===== config.mk =====
export PLATFORM = sky130hd
export DESIGN_NAME = threshold_compress
export DESIGN_NICKNAME = d
export VERILOG_FILES = /design/src/rtl/threshold_compress_pkg.sv /design/src/rtl/trit_byte_encoder.sv /design/src/rtl/threshold_compress.sv
export SDC_FILE = /design/constraint.sdc
export NUM_CORES = 1
export LEC_CHECK = 0
export ABC_AREA = 1
export BUFFER_PORTS_ARGS = -buffer_cell sky130_fd_sc_hd__buf_2
export CORE_ASPECT_RATIO = 0.5
export CORE_MARGIN = 2
export CORE_UTILIZATION = 30
export DETAILED_ROUTE_END_ITERATION = 7
export PLACE_DENSITY_LB_ADDON = 0.12
export SYNTH_ARGS = -nofsm -noshare
export SYNTH_HDL_FRONTEND = slang
export SYNTH_HIERARCHICAL = 1
export SYNTH_SLANG_ARGS = --single-unit

===== constraint.sdc =====
create_clock -name vclk -period 7
set_input_delay 0.7 -clock vclk [all_inputs]
set_output_delay 0.7 -clock vclk [all_outputs]
set_load 0.1 [all_outputs]

===== src/rtl/threshold_compress_pkg.sv =====
// rtl/threshold_compress_pkg.sv - shared trit encodings and base-3 digit helper for threshold_compress
package threshold_compress_pkg;

    // 2-bit trit codes held in the staging word; 2'b10 is never produced and reads as zero
    typedef enum logic [1:0] {
        TRIT_ZERO = 2'b00,
        TRIT_POS  = 2'b01,
        TRIT_NEG  = 2'b11
    } trit_e;

    localparam int TRITS_PER_BYTE = 5;

    // Map a trit code to its base-3 digit: -1 -> 0, 0 -> 1, +1 -> 2
    function automatic logic [1:0] trit_digit(input logic [1:0] code);
        case (code)
            2'b11:   return 2'd0;
            2'b01:   return 2'd2;
            default: return 2'd1;
        endcase
    endfunction

endpackage


===== src/rtl/trit_byte_encoder.sv =====
// rtl/trit_byte_encoder.sv - packs five trit codes into one base-3 byte (0..242)
module trit_byte_encoder
    import threshold_compress_pkg::*;
(
    input  logic [2*TRITS_PER_BYTE-1:0] codes,
    output logic [7:0]                  value
);

    logic [7:0] weight;

    // Horner-free accumulation: slot i contributes digit * 3^i; the weight ends at 243, which still fits
    always_comb begin
        value  = '0;
        weight = 8'd1;
        for (int i = 0; i < TRITS_PER_BYTE; i++) begin
            value  = value + 8'(trit_digit(codes[2*i +: 2])) * weight;
            weight = weight * 8'd3;
        end
    end

endmodule


===== src/rtl/threshold_compress.sv =====
// rtl/threshold_compress.sv - ternary threshold, trit staging and base-3 compression step (optional checks: THRESHOLD_COMPRESS_ASSERT_EN)
module threshold_compress
    import threshold_compress_pkg::*;
#(
    parameter  int OUTPUT_WIDTH  = 8,
    localparam int COMPREG_WIDTH = OUTPUT_WIDTH * 5 / 4,
    localparam int COUNTER_MAX   = COMPREG_WIDTH / 2,
    localparam int COUNTER_WIDTH = $clog2(COUNTER_MAX)
) (
    input  logic                     clk_i,
    input  logic                     rst_ni,
    input  logic signed [31:0]       preactivation_i,
    input  logic [31:0]              thresholds_i,
    input  logic [COUNTER_WIDTH-1:0] counter_i,
    input  logic [COMPREG_WIDTH-1:0] precompressed_i,
    input  logic [OUTPUT_WIDTH-1:0]  compressed_i,
    input  logic                     enable_i,
    output logic [COUNTER_WIDTH-1:0] counter_o,
    output logic [COMPREG_WIDTH-1:0] precompressed_o,
    output logic [OUTPUT_WIDTH-1:0]  compressed_o,
    output logic                     compreg_full_o
);

    localparam int NUM_BYTES = OUTPUT_WIDTH / 8;

    logic signed [31:0]       thr_lo;
    logic signed [31:0]       thr_hi;
    trit_e                    trit;
    logic                     slot_legal;
    logic                     last_slot;
    logic [COMPREG_WIDTH-1:0] staged;
    logic [OUTPUT_WIDTH-1:0]  encoded;

    assign thr_lo     = {{16{thresholds_i[15]}}, thresholds_i[15:0]};
    assign thr_hi     = {{16{thresholds_i[31]}}, thresholds_i[31:16]};
    assign slot_legal = counter_i < COUNTER_WIDTH'(COUNTER_MAX);
    assign last_slot  = counter_i == COUNTER_WIDTH'(COUNTER_MAX - 1);

    // Threshold decision; the high test wins even when the thresholds are inverted
    always_comb begin
        trit = TRIT_ZERO;
        if (preactivation_i > thr_hi) begin
            trit = TRIT_POS;
        end else if (preactivation_i < thr_lo) begin
            trit = TRIT_NEG;
        end
    end

    // Drop the new trit into its slot; slot 0 starts a fresh staging word
    always_comb begin
        staged = (counter_i == '0) ? '0 : precompressed_i;
        for (int s = 0; s < COUNTER_MAX; s++) begin
            if (counter_i == COUNTER_WIDTH'(s)) begin
                staged[2*s +: 2] = trit;
            end
        end
    end

    genvar g;
    generate
        for (g = 0; g < NUM_BYTES; g++) begin : g_byte
            trit_byte_encoder u_enc (
                .codes (staged[10*g +: 10]),
                .value (encoded[8*g +: 8])
            );
        end
    endgenerate

    // Output selection: pass-through when idle, counter reset on an illegal slot, else advance
    always_comb begin
        counter_o       = counter_i;
        precompressed_o = precompressed_i;
        compressed_o    = compressed_i;
        compreg_full_o  = 1'b0;
        if (enable_i) begin
            if (!slot_legal) begin
                counter_o = '0;
            end else begin
                counter_o       = last_slot ? '0 : counter_i + COUNTER_WIDTH'(1);
                precompressed_o = staged;
                compreg_full_o  = last_slot;
                if (last_slot) begin
                    compressed_o = encoded;
                end
            end
        end
    end

`ifdef THRESHOLD_COMPRESS_ASSERT_EN
    logic active_codes_ok;

    // Slots below the current index were written earlier and must hold legal codes
    always_comb begin
        active_codes_ok = 1'b1;
        for (int s = 0; s < COUNTER_MAX; s++) begin
            if (COUNTER_WIDTH'(s) < counter_i && precompressed_i[2*s +: 2] == 2'b10) begin
                active_codes_ok = 1'b0;
            end
        end
    end

    a_counter_legal : assert property (@(posedge clk_i) disable iff (!rst_ni) enable_i |-> slot_legal)
        else $error("threshold_compress: counter_i out of range");
    a_thresholds_ordered : assert property (@(posedge clk_i) disable iff (!rst_ni) enable_i |-> thr_lo <= thr_hi)
        else $error("threshold_compress: low threshold above high threshold");
    a_codes_legal : assert property (@(posedge clk_i) disable iff (!rst_ni) enable_i |-> active_codes_ok)
        else $error("threshold_compress: illegal trit code in staging word");
`else
    // Clock and reset only feed the optional checks; tie them off so they count as consumed
    logic unused_clk_rst;
    assign unused_clk_rst = &{1'b0, clk_i, rst_ni};
`endif

endmodule


==> flow_summary.ini <==
[worst_setup_path]
slowest_stage = fa_1
crit_buf_inv = 7
crit_fanout = 11
crit_type = input port to primary output
cp.arrival_ns = 5.84
endpoint_kind = primary output
crit_top_cell = nand2_1
worst_setup_path_start_kind = input port
crit_family = adder cells
cp_slowest_stage_delay_ns = 0.55
cp.required_ns = 6.30

[detailed_routing]
finalWirelength_um = 6860
avgRoutedWirePerCell_um = 9.62
first_iter_violations = 40
via_per_inst = 4.22
vias = 3010
ant_nets = 0
dr.pass1.iters = 4
drc = 0

[sta]
final.period_utilization_pct = 93.4
slew_violations = 0
rsz0062_at_grt = no
holdWs_ns = 1.79
tns_ns = 0
hold_viol_final = 0
setup_viol = 0
fmax_mhz = 153
period_needed_ns = 6.54
fin_ws_ns = 0.459

[finish]
diodes = 0
clock_buffers = 0
fin_area_um2 = 3730
nets = 764
final_common_cell = nand2_1
fin_util_pct = 39.5
seq_cell_count = 0
multi_input_area_um2 = 2540
final_cell_mix = 134 x nand2_1, 105 x buf_2, 93 x inv_1
regArea_um2 = 0
drive_gt1_share_pct = 24.2
final.fill_count = 1101
syn_to_final_growth_pct = 28.4

[logic_synthesis]
yosys-top-cells-area = ha_1 37%, nand2_1 17%, inv_1 12%
syn_inst = 465
synth.largest_area_cell = ha_1
ys_seq_area_share_pct = 0
avgSynthCellArea_um2 = 6.25
ys_warn_count = 6
synth.net_count = 649
synth.cell_area_um2 = 2910
ys_types = 28
synth_top_area_share_pct = 37.0

[floorplan]
die_w_um = 143
core_area_um2 = 9450
row_count = 25
initial_core_util_pct = 30.8
die_area_um2 = 10500
io_pins = 110
die_y_um = 73.6

[place]
portBuffers = 108
post_dp_cell_area_um2 = 3660
routabilityCongestion = 0.757
dp_slack_ns = 0.191
dp_hpwl_um = 6370

[min_path]
hold_class = input port to primary output
min_to = compressed_o[3]
worstHoldStart = compressed_i[3]
hold_depth = 4

[job]
maxCapViolations = 0

[global_routing]
overflow = 0
track_usage_pct = 13.1
grt_pass1_vias = 2766
grt_pass1_wl_um = 11700
antenna_found_initial = 0
grt_max_degree = 18

[power]
max-vdd-ir-drop_uv = 140
power_leakage_nw = 2.33
p_per_area_nw_per_um2 = 118

[status]
status = completed
-- logic make-up (layout without fill, tap and decap cells) --
| group | count (synthesis) | in the layout | share of synthesized area [%] |
|---|---|---|---|
| compound gates | 62 | 62 | 11.8 |
| xor+xnor | 3 | 3 | 0.904 |
| fa+ha+maj | 96 | 96 | 43.9 |
| buf+inv | 100 | 213 | 13.0 |
| other cells | 1 | 1 | 0.129 |
| simple gates | 203 | 203 | 30.2 |
-- per-stage QoR --
step                      total power [W]  instances
after floorplan                  0.000336        465
after global placement           0.000441        706
after CTS                        0.000446        706
after detailed placement         0.000444        706
after global routing             0.000510        713
final                            0.000440        713
-- power breakdown --
group	switching (W)	total [W]	leakage (nW)	internal [W]
clock network	0	0	0	0
logic	0.000282	0.000440	2.33	0.000158
registers	0	0	0	0
total	0.000282	0.000440	2.33	0.000158
-- tightest hold or removal path: cells and delay by family --
family / cells / cell delay (ns)
buffers and inverters: 2 / 0.25
and+or+nand+nor: 2 / 0.13
-- layout make-up --
| class | count | share of cell area (%) |
|---|---|---|
| tap | 135 | 4.53 |
| timing repair buffer | 117 | 17.5 |
| inverter | 96 | 9.86 |
| multi-input combinational | 365 | 68.1 |
-- worst max-delay path by stage --
stage,start,cells after the start,end
2_1_floorplan,thresholds_i[31],26,compressed_o[6]
5_1_grt,thresholds_i[15],30,compressed_o[6]
4_1_cts,thresholds_i[31],29,compressed_o[6]
3_3_place_gp,thresholds_i[31],29,compressed_o[6]
6_report,thresholds_i[31],29,compressed_o[6]
3_5_place_dp,thresholds_i[31],29,compressed_o[6]
-- per-layer routing --
metal	global-route usage (%)	up-vias	routed length (um)
li1	-	1719	-
met1	17.7	1243	3410
met2	25.1	48	3230
met3	0.326	0	224
met4	0	0	0
met5	0	-	0
-- cell usage after synthesis --
| cell type | instances |
|---|---|
| fa_1 | 10 |
| a21oi_2 | 1 |
| nand2_1 | 135 |
| a21boi_0 | 1 |
| nor2_4 | 2 |
| xor2_1 | 3 |
| inv_2 | 1 |
| a21oi_1 | 36 |
| nor2_1 | 22 |
| nor3_1 | 2 |
| nor2_2 | 3 |
| o21a_1 | 5 |
| nand2_2 | 4 |
| buf_4 | 1 |
| ha_1 | 86 |
| o21ai_1 | 1 |
| conb_1 | 1 |
| nand3_4 | 1 |
| nand3_1 | 25 |
| clkbuf_1 | 3 |
| a21o_1 | 1 |
| o211ai_1 | 3 |
| nand4_1 | 5 |
| nor4_4 | 1 |
| o32ai_1 | 1 |
| o21ai_0 | 13 |
| or2_2 | 3 |
| inv_1 | 95 |
-- timing repair --
| item | CTS | global route |
|---|---|---|
| resized for setup | 0 | 7 |
| hold buffers | 0 | 0 |
| endpoints found under the setup margin | 0 | 5 |
| setup buffers | 0 | 7 |
Power figures use the tool's default switching activity.
